==> config.mk <==
export PLATFORM = sky130hd
export DESIGN_NAME = step_edge_detect
export DESIGN_NICKNAME = d
export VERILOG_FILES = /design/src/rtl/step_det_pkg.sv /design/src/rtl/step_evt_buf.sv /design/src/rtl/step_edge_detect.sv
export SDC_FILE = /design/constraint.sdc
export NUM_CORES = 1
export LEC_CHECK = 0
export CORE_MARGIN = 2
export CORE_UTILIZATION = 60
export DETAILED_ROUTE_END_ITERATION = 8
export HOLD_SLACK_MARGIN = 0.12
export PLACE_DENSITY = 0.82
export SLEW_MARGIN = 15
export SYNTH_ARGS = -nofsm -noshare
export SYNTH_HDL_FRONTEND = slang
export SYNTH_SLANG_ARGS = --single-unit
export TNS_END_PERCENT = 1
==> constraint.sdc <==
create_clock -name pClk -period 3.66 [get_ports pClk]
set_clock_uncertainty 0.05 [all_clocks]
set_input_delay 0.732 -clock pClk [delete_from_list [all_inputs] [get_ports pClk]]
set_output_delay 0.732 -clock pClk [all_outputs]
set_load 0.005 [all_outputs]
==> src/rtl/step_det_pkg.sv <==
// Shared definitions for the step edge detector: FSM encoding,
// default thresholds, debounce/settle defaults and timestamp width.
package step_det_pkg;

    typedef enum logic [2:0] {
        ST_SETTLE   = 3'd0,
        ST_LOW      = 3'd1,
        ST_RISE_CHK = 3'd2,
        ST_HIGH     = 3'd3,
        ST_FALL_CHK = 3'd4
    } det_state_t;

    localparam int                 TS_W         = 32;
    localparam logic signed [15:0] DEF_HI_TH    = 16'sd1000;
    localparam logic signed [15:0] DEF_LO_TH    = 16'sd500;
    localparam int                 DEF_DEBOUNCE = 4;
    localparam int                 DEF_SETTLE   = 16;

endpackage

==> src/rtl/step_evt_buf.sv <==
// One-entry event buffer with valid/ready handshake and a sticky
// overrun flag for events that arrive while the entry is still held.
module step_evt_buf
    import step_det_pkg::*;
(
    input  logic            pClk,
    input  logic            pRst,
    input  logic            pLoad,
    input  logic            pLoadRising,
    input  logic [15:0]     pLoadLevel,
    input  logic [TS_W-1:0] pLoadTime,
    input  logic            pEvtReady,
    output logic            pEvtValid,
    output logic            pEvtRising,
    output logic [15:0]     pEvtLevel,
    output logic [TS_W-1:0] pEvtTime,
    output logic            pOverrun
);

    logic            valid_r;
    logic            rising_r;
    logic [15:0]     level_r;
    logic [TS_W-1:0] time_r;
    logic            overrun_r;
    logic            drain_s;
    logic            accept_s;

    // Handshake decode: a load is accepted when the entry is empty or leaving now.
    always_comb begin
        drain_s  = valid_r & pEvtReady;
        accept_s = pLoad & (~valid_r | drain_s);
    end

    // Entry storage; payload only changes when a new event is accepted.
    always_ff @(posedge pClk) begin
        if (!pRst) begin
            valid_r   <= 1'b0;
            rising_r  <= 1'b0;
            level_r   <= 16'd0;
            time_r    <= {TS_W{1'b0}};
            overrun_r <= 1'b0;
        end else begin
            if (accept_s) begin
                valid_r  <= 1'b1;
                rising_r <= pLoadRising;
                level_r  <= pLoadLevel;
                time_r   <= pLoadTime;
            end else if (drain_s) begin
                valid_r <= 1'b0;
            end else begin
                valid_r <= valid_r;
            end
            if (pLoad && !accept_s) begin
                overrun_r <= 1'b1;
            end else begin
                overrun_r <= overrun_r;
            end
        end
    end

    assign pEvtValid  = valid_r;
    assign pEvtRising = rising_r;
    assign pEvtLevel  = level_r;
    assign pEvtTime   = time_r;
    assign pOverrun   = overrun_r;

endmodule

==> src/rtl/step_edge_detect.sv <==
// Hysteresis step detector: debounced threshold crossings of a filtered
// sample stream are reported as timestamped events through a one-entry buffer.
module step_edge_detect
    import step_det_pkg::*;
#(
    parameter logic signed [15:0] HI_TH    = DEF_HI_TH,
    parameter logic signed [15:0] LO_TH    = DEF_LO_TH,
    parameter int                 DEBOUNCE = DEF_DEBOUNCE,
    parameter int                 SETTLE   = DEF_SETTLE
) (
    input  logic               pClk,
    input  logic               pRst,
    input  logic signed [15:0] pFilterIn,
    output logic               pEvtValid,
    input  logic               pEvtReady,
    output logic               pEvtRising,
    output logic [15:0]        pEvtLevel,
    output logic [TS_W-1:0]    pEvtTime,
    output logic               pLevelHigh,
    output logic               pOverrun
);

    if (LO_TH >= HI_TH) begin : g_bad_th
        $error("step_edge_detect: LO_TH must be below HI_TH");
    end
    if ((DEBOUNCE < 1) || (DEBOUNCE > 255)) begin : g_bad_deb
        $error("step_edge_detect: DEBOUNCE must be 1..255");
    end
    if ((SETTLE < 1) || (SETTLE > 65535)) begin : g_bad_settle
        $error("step_edge_detect: SETTLE must be 1..65535");
    end

    localparam logic [7:0]  DEB_LAST    = 8'(DEBOUNCE - 1);
    localparam logic        DEB_ONE     = (DEBOUNCE == 1);
    localparam logic [15:0] SETTLE_LAST = 16'(SETTLE - 1);

    det_state_t      state_r;
    logic [15:0]     settle_cnt_r;
    logic [7:0]      deb_cnt_r;
    logic [TS_W-1:0] ts_r;
    logic [15:0]     cap_level_r;
    logic [TS_W-1:0] cap_time_r;
    logic            level_high_r;

    logic            hi_q_s;
    logic            lo_q_s;
    logic            rise_commit_s;
    logic            fall_commit_s;
    logic [15:0]     evt_level_s;
    logic [TS_W-1:0] evt_time_s;

    // Qualify the sample and decide whether this edge commits a transition.
    always_comb begin
        hi_q_s        = (pFilterIn >= HI_TH);
        lo_q_s        = (pFilterIn <= LO_TH);
        rise_commit_s = 1'b0;
        fall_commit_s = 1'b0;
        evt_level_s   = cap_level_r;
        evt_time_s    = cap_time_r;
        case (state_r)
            ST_LOW: begin
                if (hi_q_s && DEB_ONE) begin
                    rise_commit_s = 1'b1;
                    evt_level_s   = pFilterIn;
                    evt_time_s    = ts_r;
                end else begin
                    rise_commit_s = 1'b0;
                end
            end
            ST_RISE_CHK: begin
                if (hi_q_s && (deb_cnt_r == DEB_LAST)) begin
                    rise_commit_s = 1'b1;
                end else begin
                    rise_commit_s = 1'b0;
                end
            end
            ST_HIGH: begin
                if (lo_q_s && DEB_ONE) begin
                    fall_commit_s = 1'b1;
                    evt_level_s   = pFilterIn;
                    evt_time_s    = ts_r;
                end else begin
                    fall_commit_s = 1'b0;
                end
            end
            ST_FALL_CHK: begin
                if (lo_q_s && (deb_cnt_r == DEB_LAST)) begin
                    fall_commit_s = 1'b1;
                end else begin
                    fall_commit_s = 1'b0;
                end
            end
            default: begin
                rise_commit_s = 1'b0;
                fall_commit_s = 1'b0;
            end
        endcase
    end

    // Detector FSM, settle/debounce counters, capture registers and timestamp.
    always_ff @(posedge pClk) begin
        if (!pRst) begin
            state_r      <= ST_SETTLE;
            settle_cnt_r <= 16'd0;
            deb_cnt_r    <= 8'd0;
            ts_r         <= {TS_W{1'b0}};
            cap_level_r  <= 16'd0;
            cap_time_r   <= {TS_W{1'b0}};
            level_high_r <= 1'b0;
        end else begin
            ts_r <= ts_r + 32'd1;
            case (state_r)
                ST_SETTLE: begin
                    if (settle_cnt_r == SETTLE_LAST) begin
                        settle_cnt_r <= 16'd0;
                        state_r      <= hi_q_s ? ST_HIGH : ST_LOW;
                        level_high_r <= hi_q_s;
                    end else begin
                        settle_cnt_r <= settle_cnt_r + 16'd1;
                    end
                end
                ST_LOW: begin
                    if (rise_commit_s) begin
                        state_r      <= ST_HIGH;
                        level_high_r <= 1'b1;
                        deb_cnt_r    <= 8'd0;
                    end else if (hi_q_s) begin
                        state_r     <= ST_RISE_CHK;
                        deb_cnt_r   <= 8'd1;
                        cap_level_r <= pFilterIn;
                        cap_time_r  <= ts_r;
                    end else begin
                        state_r <= ST_LOW;
                    end
                end
                ST_RISE_CHK: begin
                    if (rise_commit_s) begin
                        state_r      <= ST_HIGH;
                        level_high_r <= 1'b1;
                        deb_cnt_r    <= 8'd0;
                    end else if (hi_q_s) begin
                        deb_cnt_r <= deb_cnt_r + 8'd1;
                    end else begin
                        state_r   <= ST_LOW;
                        deb_cnt_r <= 8'd0;
                    end
                end
                ST_HIGH: begin
                    if (fall_commit_s) begin
                        state_r      <= ST_LOW;
                        level_high_r <= 1'b0;
                        deb_cnt_r    <= 8'd0;
                    end else if (lo_q_s) begin
                        state_r     <= ST_FALL_CHK;
                        deb_cnt_r   <= 8'd1;
                        cap_level_r <= pFilterIn;
                        cap_time_r  <= ts_r;
                    end else begin
                        state_r <= ST_HIGH;
                    end
                end
                ST_FALL_CHK: begin
                    if (fall_commit_s) begin
                        state_r      <= ST_LOW;
                        level_high_r <= 1'b0;
                        deb_cnt_r    <= 8'd0;
                    end else if (lo_q_s) begin
                        deb_cnt_r <= deb_cnt_r + 8'd1;
                    end else begin
                        state_r   <= ST_HIGH;
                        deb_cnt_r <= 8'd0;
                    end
                end
                default: begin
                    state_r      <= ST_SETTLE;
                    settle_cnt_r <= 16'd0;
                    deb_cnt_r    <= 8'd0;
                    level_high_r <= 1'b0;
                end
            endcase
        end
    end

    assign pLevelHigh = level_high_r;

    step_evt_buf u_evt_buf (
        .pClk        (pClk),
        .pRst        (pRst),
        .pLoad       (rise_commit_s | fall_commit_s),
        .pLoadRising (rise_commit_s),
        .pLoadLevel  (evt_level_s),
        .pLoadTime   (evt_time_s),
        .pEvtReady   (pEvtReady),
        .pEvtValid   (pEvtValid),
        .pEvtRising  (pEvtRising),
        .pEvtLevel   (pEvtLevel),
        .pEvtTime    (pEvtTime),
        .pOverrun    (pOverrun)
    );

endmodule

==> out/qor.txt <==
I/O pin count: 71
Setup TNS: 0 ps
post-layout min period: 2850 ps
Initial Util: 0.613
share of the synthesized area in the top cell type: 0.481
fillcell total: 823
vias in the first global route: 4788
fmax: 0.350 GHz
layout cells sized above 1: 0.0585
vias: 5340
Crit path max-delay family: simple AND/OR/NAND/NOR gates
top-count cell post-synth: nand2_1
maximum buffer depth of the clock tree: 2
first-pass GRT wire length: 21.9 mm
Area Growth Syn to Fin: 18.8%
Worst-path clk slew: 60 ps
Final Hold Fails: 0
RSZ-0062 raised after global routing: no
PwrDens: 437 nW/um^2
Hold Path End: u_evt_buf.pEvtTime[8]
Worst-Margin Slew: 1030 ps
Crit. End Element: flip-flop
post-route clock period utilization: 0.780
#FFs+latches synth: 159
Crit Path Max Fanout: 38
CTS Buf Count: 17
number of max-cap violations: 0
H-tree Lvls: 4
Root Buffer: clkbuf_8
hold_buf cts: 0
Critical R2R Capture: u_evt_buf.pEvtTime[27]
R2R Setup Slk: 1360 ps
Hold WC Path Type: reg2reg
Yosys warnings: 0
arrival time worst endpoint: 3260 ps
Tot GR Track Use: 0.234
setup violation total in the final timing report: 0
die width: 109 um
slowest cell delay on critical path: 530 ps
Worst-Skew Late Latency: 540 ps
Worst Hold Launch: cap_time_r[8]
WHS Path Cells: 2
post-route ant nets: 0
CTS tree: yes
largest net degree at the start of global routing: 133
top cells by area, synth: dfxtp_1, nand2_1, nand3_1
Startpoint Class: input pin
Post-Syn Nets: 801
row cnt: 38
# clock sinks: 159
Synth top cells by count: nand2_1, dfxtp_1, nand3_1
Port Buffers: 70
nets: 847
Post-Route WL: 13.2 mm
library cells used by synthesis: 58
Syn Inst Count: 779
n_diodes: 0
synthesized area per cell: 8.49 um^2
ys async rst share: 0
slowest CP cell: or4_4
initial antenna violation count: 0
Post-CTS Setup Bufs: 0
Max IR drop VDD: 0.000446 V
crit path kind: in2reg
Seq/Total Area, Yosys: 0.481
Slew headroom: 0.313
CP cell instances: clkdlybuf4s50_1 -> or4_4 -> o31a_1 -> or2_1 -> o22ai_4 -> buf_12 -> nand2_1 -> a21boi_0
dpl hpwl: 8.62 mm
Overall Power: 3.43 mW
leakage: 2.64 nW
r2r worst-path depth: 8
drt via density: 5.46
drt pass-1 iters: 5
Reg2Reg Launch Point: deb_cnt_r[0]
status: finished clean
Post-Syn Area: 6610 um^2
WP buf/inv: 2
Final GP Congestion: 0.813
die area: 11900 um^2
Post-synth top flop: dfxtp_1
post-CTS sizing: 0
initial DRC count: 394
Core Region: 10800 um^2
Die H: 109 um
Pins Over Slew Limit: 0
GR Overflow Total: 0
number of synthesized flops with an enable pin: 0
CP Data Required Time: 4060 ps
Post-route DRC: 0
leading area contributor after synthesis: dfxtp_1
Post-Route Utilization: 0.728
detailed-route wire length per cell: 13.5 um
hold slack: 401 ps
[through the flow]
stage | area (um^2) | setup WS, ps | std cells
6_report | 7860 | 806 | 978
5_1_grt | 7860 | 688 | 978
4_1_cts | 7860 | 823 | 978
3_5_place_dp | 7310 | 278 | 946
3_3_place_gp | 7310 | 392 | 946
2_1_floorplan | 6610 | 1020 | 779
[report_power, final]
group          switching, mW  leakage (nW)  internal [mW]  total, mW
clock                  0.674         0.263          0.930       1.60
sequential           0.00609          1.28           1.74       1.74
combinational         0.0496          1.09         0.0384     0.0880
[registers in the layout, indices dropped and copies added, names as in the netlist]
register,cells
cap_level_r,16
cap_time_r,32
deb_cnt_r,8
pLevelHigh,1
settle_cnt_r,16
state_r,3
ts_r,32
u_evt_buf.pEvtLevel,16
u_evt_buf.pEvtRising,1
u_evt_buf.pEvtTime,32
u_evt_buf.pEvtValid,1
u_evt_buf.pOverrun,1
[metal layers]
metal / wire (um) / track usage
met4: 244 / 0.103
met2: 6400 / 0.383
met5: 0 / 0
met1: 6020 / 0.293
met3: 574 / 0.0556
[worst max path at each step]
stage             startpoint        endpoint  slack [ps]  depth (start not counted)
6_report       pFilterIn[12]  cap_time_r[20]         810                          8
5_1_grt        pFilterIn[11]   cap_time_r[5]         690                          8
4_1_cts        pFilterIn[11]  cap_time_r[20]         820                          8
3_5_place_dp   pFilterIn[11]   cap_time_r[5]         280                          8
3_3_place_gp   pFilterIn[11]  cap_time_r[20]         390                          8
2_1_floorplan  pFilterIn[11]  cap_level_r[0]        1020                          8
[worst reg2reg max path, delay by kind of cell, from the launching register on]
kind	cells	cell delay, ps
fa+ha+maj	1	230
buf+inv	1	300
flops	1	390
compound gates	2	190
simple gates	4	1030
[area by class of cell]
type / instances / area (um^2) / area share
multi-input combinational: 567 / 3190 / 0.406
sequential: 159 / 3180 / 0.405
timing repair buffer: 76 / 756 / 0.0962
clock buffer: 21 / 449 / 0.0572
tap: 140 / 175 / 0.0223
clock inverter: 11 / 91.3 / 0.0116
inverter: 4 / 15.0 / 0.00191
[logic make-up (layout without fill, tap and decap cells)]
group / after synthesis / in the layout / synth area share
mux: 2 / 2 / 0.00303
fa+ha+maj: 3 / 3 / 0.00568
buf+inv: 53 / 112 / 0.0392
xor+xnor: 40 / 40 / 0.0530
simple gates: 374 / 374 / 0.268
flops: 159 / 159 / 0.481
compound gates: 148 / 148 / 0.150
[layout by cell type (no fill, tap or decap), types with 5 or more instances in the layout]
cell	netlist	routed
and3_1	10	10
o21ai_0	49	49
xor2_1	14	14
nand2b_1	5	5
clkdlybuf4s50_1	0	69
a21boi_1	20	20
o21ai_1	11	11
xnor2_1	26	26
nor2_1	25	25
and4_1	6	6
nand3_1	73	73
dfxtp_1	159	159
nor4_1	6	6
clkbuf_16	0	16
and2_1	25	25
nand4_1	11	11
or3_1	8	8
nand2_1	181	181
clkinv_2	0	6
nor2b_1	8	8
a21boi_0	34	34
buf_4	1	6
Power figures use the tool's default switching activity.
